===== config.mk =====
export PLATFORM = sky130hd
export DESIGN_NAME = inv_bank
export DESIGN_NICKNAME = d
export VERILOG_FILES = /design/src/rtl/inv_bank.sv
export SDC_FILE = /design/constraint.sdc
export NUM_CORES = 1
export LEC_CHECK = 0
export CAP_MARGIN = 10
export CORE_AREA = 2 2 85 87
export CTS_CLUSTER_DIAMETER = 40
export DETAILED_ROUTE_END_ITERATION = 8
export DIE_AREA = 0 0 87 89
export PLACE_DENSITY = 0.78
export SLEW_MARGIN = 20
export SYNTH_ARGS = -nofsm -noshare
export SYNTH_HDL_FRONTEND = slang
export SYNTH_SLANG_ARGS = --single-unit

===== constraint.sdc =====
create_clock -name clk -period 3.7 [get_ports clk]
set_clock_uncertainty 0.1 [all_clocks]
set_input_delay 0.37 -clock clk [delete_from_list [all_inputs] [get_ports clk]]
set_output_delay 0.37 -clock clk [all_outputs]
set_load 0.01 [all_outputs]

===== src/rtl/inv_bank.sv =====
// ==== inv_bank: synchronised, debounced, polarity-programmable channel bank (rev 1.0) ====
`default_nettype none

module inv_bank #(
  parameter int WIDTH = 8,
  parameter int FILT  = 4
) (
  input  logic             clk,
  input  logic             rst,
  input  logic [WIDTH-1:0] in,
  input  logic             cfg_we,
  input  logic [1:0]       cfg_mode,
  input  logic [WIDTH-1:0] cfg_pol,
  output logic [WIDTH-1:0] out,
  output logic [WIDTH-1:0] out_chg,
  output logic [1:0]       mode
);

  localparam int CW = (FILT > 1) ? $clog2(FILT) : 1;
  localparam logic [CW-1:0] C_CNT_MAX = CW'(FILT - 1);
  localparam logic [CW-1:0] C_CNT_ONE = CW'(1);

  localparam logic [1:0] C_MODE_PASS   = 2'b00;
  localparam logic [1:0] C_MODE_TOGGLE = 2'b01;
  localparam logic [1:0] C_MODE_PULSE  = 2'b10;

  logic [WIDTH-1:0] r_s1;
  logic [WIDTH-1:0] r_s2;
  logic [WIDTH-1:0] w_stb;
  logic [WIDTH-1:0] r_stb_d;
  logic [WIDTH-1:0] r_t;
  logic [WIDTH-1:0] r_pol;
  logic [1:0]       r_mode;
  logic [WIDTH-1:0] w_rise;
  logic [WIDTH-1:0] w_t_next;
  logic [WIDTH-1:0] w_out_next;

  always_ff @(posedge clk or posedge rst) begin
    if (rst) begin
      r_s1 <= '0;
      r_s2 <= '0;
    end else begin
      r_s1 <= in;
      r_s2 <= r_s1;
    end
  end

  // Each channel owns its counter and debounced level so channels never interact.
  for (genvar i = 0; i < WIDTH; i++) begin : g_ch
    logic [CW-1:0] r_cnt;
    logic          r_stb;

    always_ff @(posedge clk or posedge rst) begin
      if (rst) begin
        r_cnt <= '0;
        r_stb <= 1'b0;
      end else if (r_s2[i] == r_stb) begin
        r_cnt <= '0;
      end else if (r_cnt == C_CNT_MAX) begin
        r_stb <= r_s2[i];
        r_cnt <= '0;
      end else begin
        r_cnt <= r_cnt + C_CNT_ONE;
      end
    end

    assign w_stb[i] = r_stb;
  end

  always_comb begin
    w_rise     = w_stb & ~r_stb_d;
    w_t_next   = r_t ^ w_rise;
    w_out_next = out;
    case (r_mode)
      C_MODE_PASS:   w_out_next = w_stb ^ r_pol;
      C_MODE_TOGGLE: w_out_next = w_t_next ^ r_pol;
      C_MODE_PULSE:  w_out_next = w_rise ^ r_pol;
      default:       w_out_next = out;
    endcase
  end

  // A config write clears toggle state and wins over a coincident rise.
  always_ff @(posedge clk or posedge rst) begin
    if (rst) begin
      r_stb_d <= '0;
      r_t     <= '0;
      r_pol   <= '0;
      r_mode  <= C_MODE_PASS;
      out     <= '0;
      out_chg <= '0;
    end else begin
      r_stb_d <= w_stb;
      out     <= w_out_next;
      out_chg <= w_out_next ^ out;
      if (cfg_we) begin
        r_mode <= cfg_mode;
        r_pol  <= cfg_pol;
        r_t    <= '0;
      end else begin
        r_t    <= w_t_next;
      end
    end
  end

  assign mode = r_mode;

endmodule

`default_nettype wire


==> reports/results.md, run 1 <==
### Yosys
* **proportion of synthesized chip area in sequential cells** 0.610
* **number of enable flip-flop cells after synthesis** 0
* **synthesized cell area** 3360 um2
* **Post-Synthesis Net Count** 314
* **leading post-synthesis cells by instance count** 82 x dfrtp_1, 31 x o21ai_0, 24 x nor2b_1
* **Yosys Warn Count** 0
* **number of synthesized register bits** 82
* **most frequently used cell type in the post-synthesis netlist** dfrtp_1
* **share of Yosys cell area claimed by the top area cell type** 0.610
* **Avg Cell Area, Syn** 11.9 um2
* **async set or reset register ratio after synthesis** 1.00
* **top cells by area in the synthesized netlist** dfrtp_1 61%, mux2_2 5.4%, o21ai_0 4.6%
* **Main synth FF type** dfrtp_1
* **largest area contributor in the synthesized netlist** dfrtp_1
* **number of instances in the synthesized netlist** 282
* **number of unique standard cell types used by synthesis** 25

### Worst hold path
* **Hold Path Depth** 0
* **min-delay worst type** reg -> reg

### Power and ir drop
* **combinational power share** 0.303
* **static leakage** 1.78 nW
* **share of power burned in the clock network** 0.240
* **Net Sw Frac** 0.296
* **design internal power** 2.16 mW
* **maximum ir drop on the vdd rail** 230 uV
* **net switching power** 0.909 mW
* **areal power density over the cells** 757 nW/um2
* **sequential share of power** 0.457
* **total power of the final layout** 3.07 mW

### Worst setup path
* **CP required** 3.82 ns
* **slowest library cell on the worst path** or4_1
* **maximum fanout count along the critical path** 17
* **sort of element at the end of the critical path** flop
* **worst stage delay on the critical path** 0.55 ns
* **Worst path depth** 6
* **crit-path cells** inv_1 > ha_1 > or4_1 > a31oi_1 > xor2_1 > mux2_1
* **cell count of the worst reg-to-reg path** 6
* **Buf+Inv Stages, Crit Path** 1
* **kind of cell adding the most delay to the critical path** simple AND/OR/NAND/NOR gates
* **endpoint arrival time on the critical path** 2.59 ns
* **Critical Setup Path Class** reg -> reg
* **Setup crit start kind** flop

### Timing
* **post-route clock period utilization** 0.667
* **shortest clock period the worst path allows after layout** 2.47 ns
* **number of failing setup endpoints in the final timing report** 0
* **transition time at the pin with the least slew margin** 0.890 ns
* **hold slack final** 0.252 ns
* **timing-limited maximum frequency** 405 MHz
* **final hold violations** 0
* **RSZ-0062 raised after global routing** false
* **Slew Limit Fails** 0
* **max_slew headroom** 0.407
* **final setup TNS** 0 ns
* **crit path setup slack, layout** 1.23 ns

### Final layout
* **final standard cell utilization of the core** 0.603
* **number of inserted diodes** 0
* **total number of nets in the final design** 357
* **total of fill cells in the finished design** 534
* **layout overhead on the synthesized area** 20.5%
* **share of layout cells above drive strength 1** 0.130
* **number of standard cells in the final layout excluding fillers** 410
* **total non-filler cell area in the finished layout** 4050 um2

### GRT
* **global-route wire length before repair** 9.18 mm
* **Overflow after GRT** 0
* **number of antenna violations at the first check in global routing** 0
* **vias in the first global route** 1992
* **total global-route track usage** 0.154
* **pin count of the biggest net entering global routing** 33

### Placed design
* **worst setup timing slack at the placement stage** 1.22 ns
* **final weighted congestion of routability-driven global placement** 0.727
* **port bufs** 38
* **number of cells after detailed placement** 394
* **area after detailed placement** 3810 um2
* **Detail Placement HPWL** 3.65 mm

### Route
* **TritonRoute pass-1 iters** 4
* **Routed Wire Length** 5.22 mm
* **detail-routed via count per cell** 5.06
* **DR iter-0 viols** 70
* **post-detailed-route wirelength per cell** 12.7 um
* **overall via count from detail_route** 2073
* **DRC violation count after routing** 0
* **number of routed nets with antenna violations** 0

### Die
* **starting density of the core** 0.501
* **number of standard-cell rows in the floorplan** 30
* **floorplan die area** 7740 um2
* **placeable core region** 6720 um2
* **number of primary I/O pins** 39
* **Die Y** 89 um
* **die span in x** 87 um

### Clock network
* **clock tree from TritonCTS** built
* **CTS max path bufs** 2
* **CTS root buf** clkbuf_8
* **number of H-tree branching levels** 3
* **number of sinks on the clock net** 82
* **CTS buffer count** 9
* **Clock Pin Slew Worst Setup and Hold Paths** 0.08 ns
* **CTS resizes** 0
* **Post CTS Setup Buffer Count** 0
* **clock latency of the later-clocked register in the worst-skew pair** 0.34 ns
* **number of hold buffers added after cts** 0

### Run
* **number of max-cap violations** 0

### Run status
* **status** finished, final reports clean

==> layer usage <==
metal  GRT usage  part of all wire
met2       0.239              0.46
met4      0.0682             0.018
met3      0.0369             0.038
met5           0                 0
met1       0.208              0.49
==> power groups by stage <==
stage / combinational [mW] / sequential, mW / clock [mW]
after global routing: 1.06 / 1.44 / 0.791
after CTS: 0.944 / 1.40 / 0.753
after global placement: 0.904 / 1.40 / 0
after floorplan: 0.591 / 1.41 / 0
after detailed placement: 0.937 / 1.42 / 0
final: 0.930 / 1.40 / 0.736
==> logic make-up (layout without fill, tap and decap cells) <==
group | Yosys count | in the layout | share of synthesized area
multiplexers | 17 | 17 | 0.0569
flip-flops | 82 | 82 | 0.610
AND/OR/NAND/NOR | 77 | 77 | 0.128
adder cells (fa/ha/maj) | 11 | 11 | 0.0409
AO/OA/AOI/OAI | 53 | 53 | 0.0871
buffers and inverters | 25 | 73 | 0.0327
XOR/XNOR | 17 | 17 | 0.0443
==> path summary, 6_finish.rpt <==
path | start | end | slack (ns)
hold / removal | r_s1[3]$_DFF_PP0_ | r_s2[3]$_DFF_PP0_ | 0.25
hold reg to reg | r_s1[3]$_DFF_PP0_ | r_s2[3]$_DFF_PP0_ | 0.25
min in group asynchronous | rst | r_s2[7]$_DFF_PP0_ | 0.28
setup / recovery | mode[0]$_DFFE_PP0P_ | out_chg[6]$_DFF_PP0_ | 1.23
setup reg to reg | mode[0]$_DFFE_PP0P_ | out_chg[6]$_DFF_PP0_ | 1.23
max in group asynchronous | rst | g_ch[5].r_cnt[0]$_DFF_PP0_ | 2.48
==> layout by cell type (no fill, tap or decap) <==
cell	count
dfrtp_1	82
clkdlybuf4s50_1	38
o21ai_0	31
nor2b_1	24
nand2_1	18
inv_1	16
mux2_2	16
a21oi_1	14
clkbuf_8	12
ha_1	11
nor3_1	9
nor2_1	9
xnor2_1	9
xor2_1	8
nand2b_1	7
or3b_2	7
a2bb2oi_1	7
clkinv_2	2
bufinv_16	2
buf_4	2
nor2b_4	1
or4_1	1
nand3b_1	1
a31oi_1	1
mux2_1	1
clkinvlp_4	1
==> registers in the layout, indices dropped and copies added (netlist names) <==
signal and count:
out_chg 8, r_pol 8, r_s2 8, g_ch.r_cnt 16
r_stb_d 8, r_s1 8, g_ch.r_stb 8, out 8
mode 2, r_t 8
==> cell type report <==
| type | instances | area, um2 | area share |
|---|---|---|---|
| sequential | 82 | 2050 | 0.506 |
| inverter | 17 | 65.1 | 0.0161 |
| multi-input combinational | 175 | 1200 | 0.296 |
| clock buffer | 12 | 165 | 0.0408 |
| tap | 80 | 100 | 0.0247 |
| timing repair buffer | 40 | 395 | 0.0976 |
| clock inverter | 4 | 72.6 | 0.0179 |
Power figures use the tool's default switching activity.
==> run 2, diff against run 1 <==
CORE_AREA = 2 2 86 88   (was 2 2 85 87)
DIE_AREA = 0 0 88 90   (was 0 0 87 89)
PLACE_DENSITY = 0.79   (was 0.78)
clock period = 2.1 ns   (was 3.7 ns; I/O delays follow)
==> run 2 against run 1 <==
Count of clock-buffer cells in the layout is the same. The flow now finishes with violations (negative setup slack). Highest routed layer unchanged. Final cell count is 7.8% higher. Final area up 4.4%.
==> reports/results.md, run 2 (same netlist as run 1, synthesis figures left out) <==
### Placed design
* **number of cells after detailed placement** 421, +6.9%
* **final weighted congestion of routability-driven global placement** 0.777, +6.9%
* **Detail Placement HPWL** 3.78 mm, +3.5%
* **port bufs** 38, unchanged
* **worst setup timing slack at the placement stage** -0.0807 ns, -1.30 ns

### Timing
* **shortest clock period the worst path allows after layout** 2.15 ns, -0.320 ns
* **crit path setup slack, layout** -0.0480 ns, -1.28 ns
* **transition time at the pin with the least slew margin** 0.533 ns, -0.357 ns
* **hold slack final** 0.199 ns, -0.0532 ns
* **Slew Limit Fails** 0, unchanged
* **max_slew headroom** 0.644, +0.237
* **RSZ-0062 raised after global routing** true
* **final hold violations** 0, unchanged
* **timing-limited maximum frequency** 466 MHz, +15%
* **number of failing setup endpoints in the final timing report** 1, +1
* **post-route clock period utilization** 1.02, +0.356
* **final setup TNS** -0.0480 ns, -0.0480 ns

### Route
* **DR iter-0 viols** 75, +7.1%
* **DRC violation count after routing** 0, unchanged
* **detail-routed via count per cell** 4.88, -3.6%
* **TritonRoute pass-1 iters** 4, unchanged
* **Routed Wire Length** 5.55 mm, +6.2%
* **number of routed nets with antenna violations** 0, unchanged
* **overall via count from detail_route** 2155, +4.0%
* **post-detailed-route wirelength per cell** 12.5 um, -1.5%

### Worst setup path
* **kind of cell adding the most delay to the critical path** simple AND/OR/NAND/NOR gates
* **worst stage delay on the critical path** 0.46 ns, -0.09 ns
* **Setup crit start kind** flop
* **Buf+Inv Stages, Crit Path** 1, unchanged
* **Critical Setup Path Class** reg -> reg
* **end of the worst register-to-register path** out_chg[6]$_DFF_PP0_
* **timing startpoint of the critical path** mode[0]$_DFFE_PP0P_
* **endpoint arrival time on the critical path** 2.27 ns, -0.32 ns
* **Worst path depth** 6, unchanged
* **crit-path cells** inv_2 > ha_4 > or4_1 > a31oi_1 > xor2_1 > mux2_1
* **sort of element at the end of the critical path** flop
* **destination of the critical timing path** out_chg[6]$_DFF_PP0_
* **maximum fanout count along the critical path** 3, -14
* **CP required** 2.23 ns, -1.59 ns
* **slack of the worst reg-to-reg path** -0.05 ns, -1.28 ns
* **worst reg2reg startpoint** mode[0]$_DFFE_PP0P_
* **cell count of the worst reg-to-reg path** 6, unchanged
* **slowest library cell on the worst path** or4_1

### GRT
* **Overflow after GRT** 0, unchanged
* **vias in the first global route** 2235, +12%
* **number of antenna violations at the first check in global routing** 0, unchanged
* **global-route wire length before repair** 9.72 mm, +5.9%
* **pin count of the biggest net entering global routing** 83, +150%
* **total global-route track usage** 0.158, +0.00393

### Power and ir drop
* **total power of the final layout** 5.34 mW, +74%
* **maximum ir drop on the vdd rail** 399 uV, +73%
* **static leakage** 1.83 nW, +2.4%
* **areal power density over the cells** 1260 nW/um2, +67%

### Final layout
* **total number of nets in the final design** 370, +3.6%
* **number of flip-flops under the largest register name** 16, unchanged
* **layout overhead on the synthesized area** 25.7%
* **number of inserted diodes** 0, unchanged
* **share of layout cells above drive strength 1** 0.207, +0.0767
* **register with the most flip-flops** g_ch.r_cnt
* **most frequent cells in the layout** 80 x dfrtp_1, 38 x clkdlybuf4s50_1, 25 x o21ai_0, 24 x nor2b_1, 18 x nand2_1
* **number of standard cells in the final layout excluding fillers** 442, +7.8%
* **most common cell after layout, fill and taps aside** dfrtp_1

### Worst hold path
* **launch instance of the worst min-delay path** in[2]
* **min-delay worst type** in -> reg

### Die
* **die span in x** 88 um, +1.1%
* **number of standard-cell rows in the floorplan** 31, +3.3%
* **number of primary I/O pins** 39, unchanged
* **placeable core region** 7020 um2, +4.5%
* **floorplan die area** 7920 um2, +2.3%
* **starting density of the core** 0.479, -0.0215
* **Die Y** 90 um, +1.1%

### Clock network
* **number of hold buffers added after cts** 0, unchanged
* **clock tree from TritonCTS** built
* **CTS root buf** clkbuf_8
* **number of sinks on the clock net** 82, unchanged
* **CTS buffer count** 9, unchanged
* **Clock Pin Slew Worst Setup and Hold Paths** 0.08 ns, about the same
* **number of H-tree branching levels** 3, unchanged
* **clock latency of the later-clocked register in the worst-skew pair** 0.34 ns, about the same
* **CTS max path bufs** 2, unchanged

### Run
* **number of max-cap violations** 0, unchanged

### Run status
* **status** finished with violations
* **violated checks** negative setup slack

[run 2: cell types whose count changed in the layout (fill, tap and decap cells not counted), sizes merged]
| cell | change |
|---|---|
| clkinvlp | +3 |
| buf | +13 |
| bufinv | -2 |
| clkinv | -1 |
[run 2: report_power, final]
part           internal (mW)  leakage, nW  switching (mW)
clock                  0.460       0.0786           0.531
combinational           1.10        0.742           0.782
sequential              2.09         1.01           0.377
[run 2: routing by layer]
layer,vias up,global-route usage,share of wire
li1,1050,-,-
met1,1050,0.204,0.44
met2,45,0.239,0.50
met3,10,0.0514,0.039
met4,0,0.0744,0.018
met5,-,0,0
[run 2: per-stage QoR]
stage	instance area, um2	utilization
finish	4230	0.602
global route	4230	0.602
CTS	4150	0.591
detailed placement	3940	0.561
global placement	3940	0.561
floorplan	3400	-
[run 2: area by class of cell]
class	count	area [um2]
Inverter	17	67.6
Clock buffer	12	145
Sequential cell	82	2050
Tap cell	99	124
Multi-Input combinational cell	175	1300
Timing Repair Buffer	53	509
Clock inverter	4	27.5
Fill cell	550	2790
[run 2: worst min path at each step]
stage                   endpoint  slack [ns]  cells past startpoint
5_1_grt        r_s1[3]$_DFF_PP0_        0.18                      1
3_5_place_dp   r_s2[3]$_DFF_PP0_        0.23                      0
4_1_cts        r_s1[2]$_DFF_PP0_        0.18                      1
3_3_place_gp   r_s2[7]$_DFF_PP0_        0.23                      0
6_report       r_s1[2]$_DFF_PP0_        0.20                      1
2_1_floorplan  r_s1[0]$_DFF_PP0_        0.14                      0
[run 2: repair_timing]
action | in CTS | in global routing
endpoints found under the setup margin | 6 | 10
resized for setup | 3 | 17
pin swaps | 10 | 13
setup buffers | 4 | 1
==> run 3, diff against run 2 <==
MAX_ROUTING_LAYER = met4   (was unset)
REMOVE_ABC_BUFFERS = 1   (was unset)
==> run 3 against run 2 <==
The flow still finishes with violations (negative setup slack). Fmax is 1.2% higher. Sequential power hardly changed. Sequential share of layout area fell by 0.49 points. Setup slack improved by 0.026 ns. Non-clock buffer count unchanged. Global-route usage is 0.98 points higher. Largest cell class unchanged.
==> reports/results.md, run 3 (same netlist as run 1, synthesis figures left out) <==
### Die
* **Die Y** 90 um, unchanged
* **placeable core region** 7020 um2, unchanged
* **number of primary I/O pins** 39, unchanged
* **number of standard-cell rows in the floorplan** 31, unchanged
* **starting density of the core** 0.479, unchanged
* **die span in x** 88 um, unchanged
* **floorplan die area** 7920 um2, unchanged

### Worst setup path
* **slowest library cell on the worst path** dfrtp_1
* **end of the worst register-to-register path** out_chg[6]$_DFF_PP0_
* **Critical Setup Path Class** reg -> reg
* **worst reg2reg startpoint** mode[1]$_DFFE_PP0P_
* **slack of the worst reg-to-reg path** -0.02 ns, +0.03 ns
* **Buf+Inv Stages, Crit Path** 1, unchanged
* **crit-path cells** inv_2 > ha_2 > nor2b_4 > or4_4 > a31oi_4 > xor2_2 > mux2_4
* **Setup crit start kind** flop
* **cell count of the worst reg-to-reg path** 7, +1
* **maximum fanout count along the critical path** 3, unchanged
* **worst stage delay on the critical path** 0.43 ns, -0.03 ns
* **CP required** 2.24 ns, about the same
* **endpoint arrival time on the critical path** 2.26 ns, about the same
* **kind of cell adding the most delay to the critical path** simple AND/OR/NAND/NOR gates
* **sort of element at the end of the critical path** flop

### Timing
* **RSZ-0062 raised after global routing** true
* **Slew Limit Fails** 0, unchanged
* **max_slew headroom** 0.664, +0.0209
* **transition time at the pin with the least slew margin** 0.503 ns, -0.0303 ns
* **timing-limited maximum frequency** 471 MHz, +1.2%
* **shortest clock period the worst path allows after layout** 2.12 ns, -0.0257 ns
* **final hold violations** 0, unchanged
* **post-route clock period utilization** 1.01, -0.0122
* **crit path setup slack, layout** -0.0223 ns, +0.0257 ns
* **number of failing setup endpoints in the final timing report** 1, unchanged

### Route
* **detail-routed via count per cell** 4.97, +1.9%
* **routed length on met1** 2.68 mm, +8.8%
* **wire length on met2** 3.05 mm, +10%
* **DRC violation count after routing** 0, unchanged
* **number of routed nets with antenna violations** 0, unchanged
* **uppermost metal layer occupied by signal nets** met4
* **Routed Wire Length** 6.00 mm, +8.2%
* **overall via count from detail_route** 2190, +1.6%
* **TritonRoute pass-1 iters** 4, unchanged
* **DR iter-0 viols** 133, +77%
* **post-detailed-route wirelength per cell** 13.6 um, +8.4%
* **met3 routed WL** 167 um, -24%

### Run status
* **violated checks** negative setup slack
* **status** finished with violations

### Clock network
* **number of sinks on the clock net** 82, unchanged
* **CTS max path bufs** 2, unchanged
* **Clock Pin Slew Worst Setup and Hold Paths** 0.08 ns, about the same
* **number of H-tree branching levels** 3, unchanged
* **clock tree from TritonCTS** built
* **clock latency of the later-clocked register in the worst-skew pair** 0.35 ns, about the same
* **CTS buffer count** 9, unchanged
* **CTS root buf** clkbuf_8

### GRT
* **total global-route track usage** 0.168, +0.00984
* **vias in the first global route** 2273, +1.7%
* **global-route wire length before repair** 9.96 mm, +2.4%
* **Overflow after GRT** 0, unchanged
* **pin count of the biggest net entering global routing** 37, -55%
* **number of antenna violations at the first check in global routing** 0, unchanged

### Final layout
* **Multi-input gate area** 1290 um2, -0.96%
* **footprint of the flip-flops and latches** 2050 um2, -0.12%
* **most common cell after layout, fill and taps aside** dfrtp_1
* **total non-filler cell area in the finished layout** 4270 um2, +0.89%
* **most frequent cells in the layout** 82 x dfrtp_1, 38 x clkdlybuf4s50_1, 25 x o21ai_0, 24 x nor2b_1, 18 x nand2_1
* **total of fill cells in the finished design** 545, -0.91%
* **register with the most flip-flops** g_ch.r_cnt
* **share of layout cells above drive strength 1** 0.205, -0.00232
* **total number of nets in the final design** 370, unchanged
* **number of flip-flops under the largest register name** 16, unchanged
* **number of inserted diodes** 0, unchanged
* **layout overhead on the synthesized area** 26.9%

### Power and ir drop
* **areal power density over the cells** 1310 nW/um2, +3.7%
* **static leakage** 1.86 nW, +1.9%
* **maximum ir drop on the vdd rail** 429 uV, +7.6%

### Placed design
* **port bufs** 38, unchanged
* **worst setup timing slack at the placement stage** -0.166 ns, -0.0850 ns
* **final weighted congestion of routability-driven global placement** 0.734, -5.5%
* **Detail Placement HPWL** 4.00 mm, +5.9%
* **area after detailed placement** 3920 um2, -0.44%

### Worst hold path
* **min-delay worst type** in -> async

### Run
* **number of max-cap violations** 0, unchanged

[run 3: repair_timing]
item,in CTS,in global routing
gates cloned,0,0
setup buffers,1,4
endpoints found under the hold margin,0,0
hold buffers,0,0
pin swaps,5,13
endpoints found under the setup margin,8,9
gates resized for setup,4,22
[run 3: area by class of cell]
class,count,share of cell area
clock buffers,9,0.0290
clock inverters,6,0.0194
inverters,17,0.0152
multi-input cells,175,0.302
flip-flops and latches,82,0.481
well taps,99,0.0290
repair buffers,53,0.124
[run 3: how the worst max path moves through the flow]
stage,endpoint,cells after the start,slack (ns),startpoint
after floorplan,g_ch[0].r_cnt[0]$_DFF_PP0_,1,-0.32,rst
after global placement,out_chg[6]$_DFF_PP0_,6,-0.05,mode[0]$_DFFE_PP0P_
after detailed placement,out_chg[6]$_DFF_PP0_,6,-0.17,mode[0]$_DFFE_PP0P_
after CTS,out_chg[6]$_DFF_PP0_,7,-0.07,mode[1]$_DFFE_PP0P_
after global routing,out_chg[6]$_DFF_PP0_,7,-0.09,mode[1]$_DFFE_PP0P_
final,out_chg[6]$_DFF_PP0_,7,-0.02,mode[1]$_DFFE_PP0P_
[run 3: stage by stage]
step / power, mW / hold slack, ns / std cells / util / setup TNS, ns
floorplan: 3.52 / 0.141 / 274 / - / -26.41
global placement: 4.08 / 0.232 / 421 / 0.559 / -0.0468
detailed placement: 4.20 / 0.236 / 421 / 0.559 / -0.287
CTS: 5.44 / 0.0961 / 437 / 0.592 / -0.0696
global route: 5.98 / 0.117 / 441 / 0.608 / -0.163
finish: 5.59 / 0.0915 / 441 / 0.608 / -0.0223
[run 3: metal layers]
layer	vias to the layer above	GRT usage
met5	-	-
met4	0	0.0936
met3	10	0.0367
met2	41	0.256
met1	1092	0.206
li1	1047	-
[run 3: report_power, final]
part	switching, mW	leakage (nW)	internal (mW)
Combinational	0.805	0.749	1.11
Clock	0.533	0.105	0.656
Sequential	0.389	1.01	2.09
Total	1.73	1.86	3.86
